==> src/rtl/tc7_interval_counter_pkg.sv <==
// Shared constants and types for the tc7 interval counter.
// Width and reset period defaults live here so the top and its bench agree.
package tc7_interval_counter_pkg;

  localparam int TC_WIDTH        = 7;
  localparam int TC_RESET_PERIOD = 0;

  typedef enum logic {
    MODE_RELOAD = 1'b0,
    MODE_ONCE   = 1'b1
  } tc_mode_e;

endpackage

==> src/rtl/tc7_interval_counter_allones_decode.sv <==
// All-ones detector for the counter value: active-high flag for internal use
// and the active-low terminal-count decode driven off-block.
module tc_allones_decode #(
  parameter int WIDTH = 7
) (
  input  logic [WIDTH-1:0] value,
  output logic             all_ones,
  output logic             tcl
);

  assign all_ones = &value;
  assign tcl      = ~all_ones;

endmodule

==> src/rtl/tc7_interval_counter.sv <==
// Programmable up-counter with period register, auto-reload / one-shot mode,
// registered terminal-count strobe and a latched interrupt.
module tc7_interval_counter
  import tc7_interval_counter_pkg::*;
#(
  parameter int WIDTH        = TC_WIDTH,
  parameter int RESET_PERIOD = TC_RESET_PERIOD
) (
  input  logic             clk,
  input  logic             resetl,
  input  logic [WIDTH-1:0] din,
  input  logic             ld_per,
  input  logic             ld_cnt,
  input  logic             en,
  input  logic             once,
  input  logic             irq_ack,
  output logic [WIDTH-1:0] cnt,
  output logic             tcl,
  output logic             tc_pulse,
  output logic             irq,
  output logic             running
);

  logic [WIDTH-1:0] cnt_q, cnt_d;
  logic [WIDTH-1:0] period_q, period_d;
  logic             running_q, running_d;
  logic             tc_pulse_q, tc_pulse_d;
  logic             irq_q, irq_d;
  logic             all_ones_s;
  logic             tce_s;
  tc_mode_e         mode_s;

  tc_allones_decode #(.WIDTH(WIDTH)) u_decode (
    .value    (cnt_q),
    .all_ones (all_ones_s),
    .tcl      (tcl)
  );

  // A load in the same cycle masks the terminal-count event.
  assign tce_s  = running_q & en & all_ones_s & ~ld_cnt;
  assign mode_s = tc_mode_e'(once);

  always_comb begin
    cnt_d     = cnt_q;
    running_d = running_q;
    if (ld_cnt) begin
      cnt_d     = din;
      running_d = 1'b1;
    end else if (tce_s) begin
      case (mode_s)
        MODE_RELOAD: cnt_d     = period_q;
        MODE_ONCE:   running_d = 1'b0;
        default:     running_d = 1'b0;
      endcase
    end else if (running_q && en) begin
      cnt_d = cnt_q + WIDTH'(1);
    end else begin
      cnt_d     = cnt_q;
      running_d = running_q;
    end
  end

  always_comb begin
    period_d   = ld_per ? din : period_q;
    tc_pulse_d = tce_s;
    // Set has priority over acknowledge so a coincident event is never lost.
    if (tce_s) begin
      irq_d = 1'b1;
    end else if (irq_ack) begin
      irq_d = 1'b0;
    end else begin
      irq_d = irq_q;
    end
  end

  always_ff @(posedge clk or negedge resetl) begin
    if (!resetl) begin
      cnt_q      <= {WIDTH{1'b0}};
      period_q   <= WIDTH'(RESET_PERIOD);
      running_q  <= 1'b0;
      tc_pulse_q <= 1'b0;
      irq_q      <= 1'b0;
    end else begin
      cnt_q      <= cnt_d;
      period_q   <= period_d;
      running_q  <= running_d;
      tc_pulse_q <= tc_pulse_d;
      irq_q      <= irq_d;
    end
  end

  assign cnt      = cnt_q;
  assign tc_pulse = tc_pulse_q;
  assign irq      = irq_q;
  assign running  = running_q;

endmodule

==> config.mk <==
export PLATFORM = sky130hd
export DESIGN_NAME = tc7_interval_counter
export DESIGN_NICKNAME = d
export VERILOG_FILES = /design/src/rtl/tc7_interval_counter_pkg.sv /design/src/rtl/tc7_interval_counter_allones_decode.sv /design/src/rtl/tc7_interval_counter.sv
export SDC_FILE = /design/constraint.sdc
export NUM_CORES = 1
export LEC_CHECK = 0
export CAP_MARGIN = 10
export CORE_MARGIN = 3
export CORE_UTILIZATION = 25
export DETAILED_ROUTE_END_ITERATION = 10
export PLACE_DENSITY = 0.46
export SLEW_MARGIN = 20
export SYNTH_ARGS = -nofsm -noshare
export SYNTH_HDL_FRONTEND = slang
export SYNTH_HIERARCHICAL = 1
export SYNTH_SLANG_ARGS = --single-unit
export TNS_END_PERCENT = 20
==> constraint.sdc <==
create_clock -name clk -period 2.05 [get_ports clk]
set_input_delay 0.41 -clock clk [delete_from_list [all_inputs] [get_ports clk]]
set_output_delay 0.41 -clock clk [all_outputs]
set_load 0.005 [all_outputs]
# ---- Word level (Yosys, flattened, before mapping)
# Index checks and enable logic that the tools add are counted.
dict set report totals {
  register_bits 17
  output_inout_bits 11
  wordCells 29
}
dict set report op_classes {
  n_addsub 1
  eq_ne 1
  mux 9
  n_bitwise 5
  reduce_logical 8
}
# operator n
set op_table {}
lappend op_table {{$mux 7} 4}
lappend op_table {{$add 7x1->7 const B} 1}
lappend op_table {{$reduce_and 7->1} 1}
lappend op_table {{$reduce_bool 2->1} 3}
lappend op_table {{$mux 1} 5}
lappend op_table {{$reduce_and 2->1} 2}
lappend op_table {{$and 1x1->1} 3}
lappend op_table {{$ne 3x3->1 const B} 1}
lappend op_table {{$reduce_bool 3->1} 1}
lappend op_table {{$not 1->1} 2}
lappend op_table {{$logic_and 1x1->1} 1}

# ---- Depth between registers and ports, before layout
# Gate-level depths: netlist of run 1.
dict set report depth {
  ltp_word 5
  ltp_mapped 7
}

# ---- By module
# The synthesis of run 1 kept the hierarchy.
# module instances cells_each area_per_inst_um2
set modules_own_cells {}
lappend modules_own_cells {tc7_interval_counter 1 95 933.4}
lappend modules_own_cells {tc_allones_decode 1 3 23.8}

# ---- Worst setup path before layout of run 1
# OpenSTA, ideal clock, no wires.
dict set report synth_timing {
  kind {register -> register}
  startpoint {register cnt_q[3], in the netlist cnt[3]}
  endpoint {register cnt_q[1], in the netlist cnt[1]}
  setup_time_ps 128
  arrival_ps 1620
  path_slack_ps 303
  path_stages_with_launch 7
  path_buffers 0
  path_cell_list {dfrtp_1 > and4_1 > and4_1 > and3_1 > mux2_2 > mux2i_1 > o21ai_0}
}
dict set report synth_via {
  elab_chain_cells 5
}
# element line_no
set synth_rtl {}
lappend synth_rtl {{from (decl)} tc7_interval_counter.sv:24} ;# logic [WIDTH-1:0] cnt_q, cnt_d;
lappend synth_rtl {{from (signal assigned)} tc7_interval_counter.sv:78} ;# cnt_q <= {WIDTH{1'b0}};
lappend synth_rtl {{from (signal assigned)} tc7_interval_counter.sv:84} ;# cnt_q <= cnt_d;
lappend synth_rtl {{$reduce_and 7->1 *} tc7_interval_counter_allones_decode.sv:11} ;# assign all_ones = &value;
lappend synth_rtl {{via all_ones_s} tc7_interval_counter.sv:29} ;# logic all_ones_s;
lappend synth_rtl {{$and 1x1->1 * (2 in series)} tc7_interval_counter.sv:40} ;# assign tce_s = running_q & en & all_ones_s & ~ld_cnt;
lappend synth_rtl {{$ne 3x3->1 (no source line), or another cell as far along} n/a}
lappend synth_rtl {{$reduce_and 2->1 (no source line) / $mux 7 (equally long branches)} n/a}
# Mark *: on every way through the listed nets, which the timed path passes. The rest lies on a longest branch.
# A chain may end at the register's enable or synchronous reset.

# ---- Worst setup path after layout of run 1
dict set report layout_timing {
  startpoint {register cnt_q[6], in the netlist cnt[6]}
  endpoint {output tcl}
}
dict set report layout_via {
  elab_chain_cells 2
}
# element line_no
set layout_rtl {}
lappend layout_rtl {{$reduce_and 7->1} tc7_interval_counter_allones_decode.sv:11}
lappend layout_rtl {{$not 1->1} tc7_interval_counter_allones_decode.sv:12} ;# assign tcl = ~all_ones;
lappend layout_rtl {{to (decl)} tc7_interval_counter.sv:18} ;# output logic tcl,
# Every way passes these cells.

==> results of run 1 <==
==> sequential cells by signal (all words and copies together) (netlist names) <==
signal and flops:
running 1, tc_pulse 1, irq 1, cnt 7, period_q 7
==> power by group through the flow <==
stage | Combinational, mW | Sequential, mW | Clock [mW]
global placement | 0.187 | 0.396 | 0
detailed placement | 0.189 | 0.395 | 0
CTS | 0.190 | 0.389 | 0.270
global route | 0.209 | 0.394 | 0.287
floorplan | 0.0775 | 0.398 | 0
finish | 0.188 | 0.388 | 0.260
==> stage by stage <==
step	util [%]	cell area [sq um]	hold slack (ns)	setup slack, ns
floorplan	-	957	0.114	0.303
global placement	37.1	1310	0.481	0.0991
detailed placement	37.1	1310	0.492	0.0917
CTS	38.4	1350	0.472	0.149
global route	38.4	1350	0.483	0.0421
finish	38.4	1350	0.472	0.169
==> how the worst min path moves through the flow <==
stage	start	end	slack [ns]	depth (start not counted)
global placement	period_q[5]	period_q[5]	0.48	1
CTS	resetl	period_q[0]	0.47	2
detailed placement	period_q[5]	period_q[5]	0.49	1
floorplan	resetl	cnt[0]	0.11	0
global route	resetl	running	0.48	2
finish	resetl	period_q[0]	0.47	2
==> cells by family (layout without fill, tap and decap cells) <==
kind of cell	after synthesis	after routing	synth area share, %
buffers and inverters	6	39	3.01
AND/OR/NAND/NOR	40	40	23.1
flip-flops	17	17	44.4
AO/OA/AOI/OAI	25	25	17.6
multiplexers	9	9	10.5
adder cells (fa/ha/maj)	1	1	1.31
==> cells in the final DEF (no fill, tap or decap) <==
cell type	netlist	final
and2_1	2	2
o31ai_1	4	4
nor2b_1	2	2
and3_1	2	2
a21o_1	1	1
and3_2	1	1
nand3_2	1	1
nand3_1	4	4
nand2_1	12	12
o32ai_1	1	1
a21oi_1	3	3
or2_1	1	1
o41ai_1	1	1
a2bb2oi_1	1	1
nor3b_1	1	1
nand3b_1	2	2
nand2b_1	3	3
o21a_1	1	1
o21bai_1	1	1
nand4_1	2	2
buf_4	1	10
mux2_2	8	8
o22a_1	1	1
inv_1	1	1
a31oi_1	2	2
a22oi_1	2	2
dfrtp_1	17	17
nor4_1	2	2
o211ai_1	1	1
o21ai_0	5	5
o22ai_1	1	1
nor2_1	3	3
and4_1	2	2
mux2i_1	1	1
clkdlybuf4s50_1	0	24
ha_1	1	1
clkbuf_8	0	3
clkinv_2	0	1
==> metal layers <==
layer	global-route usage, %	vias up	routed length (um)	part of all wire, %
met5	0	-	0	0
met4	6.70	0	94	3.7
met1	15.7	424	1160	46
met3	3.78	10	152	6.0
li1	-	429	-	-
met2	20.2	32	1130	44
==> final cells by class <==
cell class,instances,area [sq um]
clock buffers,3,41.3
clock inverters,1,5.00
fillers,361,2170
inverters,1,3.75
multi-input cells,75,503
flip-flops and latches,17,425
well taps,46,57.6
repair buffers,34,315
==> impl_results.md, run 1 <==
* Fin crit period at 1.88 ns
* Post-Synthesis Cells at 98
* RR Startpoint: cnt[6]
* RSZ-0062 raised after global routing: no
* Max VDD drop at 0.000355 V
* Sequential cell area fraction in the yosys report at 44.4%
* Area contributors post-synth: dfrtp_1, mux2_2, nand2_1
* R2r setup slk at roughly 0.24 ns
* Synth Cell Area at around 960 sq um
* Final nets at 147
* Clock slew at the register clock pins of the worst setup and hold paths at 0.07 ns
* Die Y at between 60 and 70 um
* Max_cap viols at 0
* Mean Syn Cell Area at 9.77 sq um
* Max-slew violations at 0
* Crit path capture: tcl
* Net Count, Synth at around 110
* Post-DRT Antenna Nets at 0
* Non-Filler Instances at 177
* Main flop type after synthesis: dfrtp_1
* HP Class: input pin to async pin
* Worst path cell trace: and4_1 > nand4_1 > clkdlybuf4s50_1
* Top-area cell type share of the netlist area at about 44%
* Postcts setup bufs at 0
* Die Area at about 0.0046 sq mm
* DR iter-0 viols at 47
* Critical path depth at 3
* Via count at 895
* Core Box Area at approximately 0.0035 sq mm
* Ys Warns at 6
* Arrival time at the worst endpoint at 1.47 ns
* Synth cell types at 37
* Total power at 836 uW
* Leak at ~0.55 nW
* CTS tree: built
* Worst-margin pin slew at 0.390 ns
* Detailed Route WL at roughly 2.5 mm
* Die Width at 67.9 um
* Avg WL per Cell at ~14 um
* Clk_lat worst skew at 0.26 ns
* Slew margin rel. at 73.6%
* Critical-path top delay cell: clkdlybuf4s50_1
* First-pass GRT wire length at about 4.4 mm
* Antenna violations before repair at 0
* N_diodes at 0
* Buffers & Inverters on Critical Path at 1
* Grt total ovfl at 0
* Total track usage at 12.8%
* Combinational power share at 22.5%
* Crit path launch: cnt[6]
* CTS Hold Bufs at 0
* H-tree levels at 1
* Pre-antenna DRT Iters at 4
* Final period utilization at 91.8%
* Asr flop ratio synth at 100%
* # port buffers at 24
* Placed cells at 173
* FF-to-FF path depth at 7
* Count of final setup violators at 0
* Power share of the sequential group at 46.5%
* Clock power frac at between 30% and 40%
* Clock Skews at 0.00537 ns
* # resized after CTS at 0
* Final Hold Vio Count at 0
* CP Class: flip-flop to output port
* R2R Path End: cnt[5]
* Setup_tns at 0 ns
* Clk sinks at 17
* Layout cell share with drive strength beyond 1 at 18.3%
* Crit path launch type: flip-flop
* DPL Wire Length at 1.95 mm
* Most numerous cell in the Yosys netlist: dfrtp_1
* Power Density at 619 mW/mm^2
* Power Internal at 608 uW
* Seq cells post-synth at 17
* Clock Path Buffers at 2
* Starting Density at 27.2%
* Sw power at ~230 uW
* Largest area contributor in the synthesized netlist: dfrtp_1
* Vias in the first global route at between 900 and 1k
* Status: completed
* Family with the most delay on the worst path: buffers and inverters
* Switching share of power at 27.3%
* Vias per cell at 5.06
* Gpl congestion at 0.854
* Num CTS Buffers at 3
* CP required at 1.64 ns
* Area delta synth->final at 41.2%
* Critical Path End Type: output port
* Post-synth top cells: dfrtp_1, nand2_1, mux2_2, o21ai_0
* Residual DRC at 0
* EDFF count, synth at 0
* Row count at 21
* Ports at 25
* CTS Root Cell: clkbuf_8
* Largest net degree at the start of global routing at 18
* Crit path largest cell delay at 0.50 ns
* Crit path max fanout at 4
* F_max at 532 MHz
(Power assumes the default switching activity.)
==> run 2, diff against run 1 <==
Settings changed: GPL_TIMING_DRIVEN set to 0, SLEW_MARGIN 20 to 25.
==> run 2 against run 1 <==
  * Hold slack improved by 0.030 ns
  * First-iteration DRC count decreased by 60%
  * Final area decreased by 4.2%
  * Sequential power increased by 4%
  * Core utilization decreased by 1.6 points
  * Die area unchanged
  * Sequential share of layout area increased by 1.7 points
==> impl_results.md, run 2 (synthesis gave the netlist of run 1 again) <==
* Max_cap viols at 0
* Placed cells at 167
* Final Hold Vio Count at 0
* First-pass GRT wire length at just over 4 mm
* Reg area at ~430 sq um
* Max Used Layer: met4
* Antenna violations before repair at 0
* Slew margin rel. at 45.1%
* Worst path cell trace: and4_1 > nand4_1 > clkdlybuf4s50_1
* Worst-margin pin slew at approximately 0.8 ns
* # port buffers at 23
* DR iter-0 viols at 19
* Largest net degree at the start of global routing at 18
* Clk_lat worst skew at 0.25 ns
* Fillcell total at 379
* Crit path max fanout at 9
* CTS Root Cell: clkbuf_8
* Final nets at roughly 140
* HP Class: flip-flop to flip-flop
* CP Class: flip-flop to output port
* Family with the most delay on the worst path: buffers and inverters
* Gpl congestion at approximately 0.79
* Starting Density at 27.2%
* Switching share of power at 27.1%
* Max-slew violations at 0
* F_max at 515 MHz
* Final period utilization at 94.7%
* Clk sinks at 17
* Vias in the first global route at approximately 850
* Num CTS Buffers at 3
* Power Internal at 598 uW
* Arrival time at the worst endpoint at between 1.5 and 2 ns
* Clock power frac at 31.9%
* Area delta synth->final at 35.3%
* Residual DRC at 0
* Buffers & Inverters on Critical Path at 1
* Total track usage at approximately an eighth
* CTS tree: built
* Clock Path Buffers at 2
* CP required at 1.64 ns
* M1 WL at approximately 1.2 mm
* Ports at 25
* DPL Wire Length at 1.81 mm
* Met3 wire len at 99 um
* Count of final setup violators at 0
* Row count at 21
* Max VDD drop at 0.000232 V
* RSZ-0062 raised after global routing: no
* Area taken by multi-input logic gates at 504 sq um
* Status: completed
* Detailed Route WL at 2.46 mm
* Layout cell share with drive strength beyond 1 at 16.0%
* Via count at 871
* Power Density at 634 mW/mm^2
* Die Width at 67.9 um
* Clock Skews at between 0.003 and 0.004 ns
* Die Area at 0.00461 sq mm
* Combinational power share at 19.1%
* Vias per cell at just over 5
* H-tree levels at 1
* Setup_tns at 0 ns
* Sw power at 222 uW
* Most common library cell in the layout ignoring fill and taps: clkdlybuf4s50_1
* CTS Hold Bufs at 0
* Crit path largest cell delay at 0.50 ns
* Grt total ovfl at 0
* Leak at 0.505 nW
* Total power at 820 uW
* Core Box Area at 0.00352 sq mm
* Critical Path End Type: output port
* N_diodes at 0
* Avg WL per Cell at between 10 and 15 um
* Post-DRT Antenna Nets at 0
* Clock slew at the register clock pins of the worst setup and hold paths at 0.07 ns
* Power share of the sequential group at a little under 50%
* Fin crit period at 1.94 ns
* Most frequent cells in the layout: clkdlybuf4s50_1, dfrtp_1, nand2_1
* Non-Filler Instances at 171
* Pre-antenna DRT Iters at 4
* Die Y at 67.9 um
* Met2 Wirelength at 1.13 mm
* Critical-path top delay cell: clkdlybuf4s50_1
* Crit path launch type: flip-flop
## run 2: path summary, 6_finish.rpt
kind,depth (start not counted),from,end,slack [ns]
max,3,cnt[2],tcl,0.11
min,1,period_q[5],period_q[5],0.50
min reg2reg,1,period_q[5],period_q[5],0.50
min in group asynchronous,1,resetl,period_q[0],0.62
max in group asynchronous,1,resetl,cnt[4],0.86
max reg2reg,6,cnt[3],cnt[1],0.12
## run 2: stage by stage
| stage | hold WS [ns] | instance area [sq um] | setup slack [ns] | util, % |
|---|---|---|---|---|
| floorplan | 0.114 | 957 | 0.303 | - |
| global placement | 0.483 | 1240 | 0.0268 | 35.4 |
| detailed placement | 0.491 | 1240 | 0.0149 | 35.4 |
| CTS | 0.507 | 1290 | 0.0243 | 36.7 |
| global route | 0.530 | 1290 | 0.00469 | 36.8 |
| finish | 0.503 | 1290 | 0.108 | 36.8 |
## run 2: worst register-to-register path, delay by kind of cell (launching register included)
kind / cells / cell delay [ns]
AOI/OAI and AO/OA: 1 / 0.09
and+or+nand+nor: 3 / 0.81
DFF: 1 / 0.45
muxes: 2 / 0.45
## run 2: routing by layer
layer  GRT usage (%)  vias to the layer above
met5               0                        -
met4            4.47                        0
met3            2.13                        5
met2            19.2                       18
met1            15.9                      423
li1                -                      425
## run 2: repair_timing
item | CTS | global route
endpoints found under the setup margin | 1 | 2
setup buffers | 0 | 0
resized for setup | 1 | 3
hold endpoints to repair | 0 | 0
## run 2: cell type report
| cell class | count | area share, % |
|---|---|---|
| multi-input cells | 75 | 38.9 |
| inverters | 1 | 0.290 |
| plain buffers | 5 | 1.93 |
| clock buffers | 4 | 3.48 |
| well taps | 46 | 4.44 |
| repair buffers | 23 | 17.8 |
| flip-flops and latches | 17 | 33.1 |
## run 2: power by group through the flow
stage          sequential, mW  clock (mW)  combinational [mW]
3_5_place_dp            0.407           0               0.159
5_1_grt                 0.407       0.296               0.174
2_1_floorplan           0.398           0              0.0775
6_report                0.402       0.262               0.157
3_3_place_gp            0.407           0               0.157
4_1_cts                 0.401       0.272               0.160
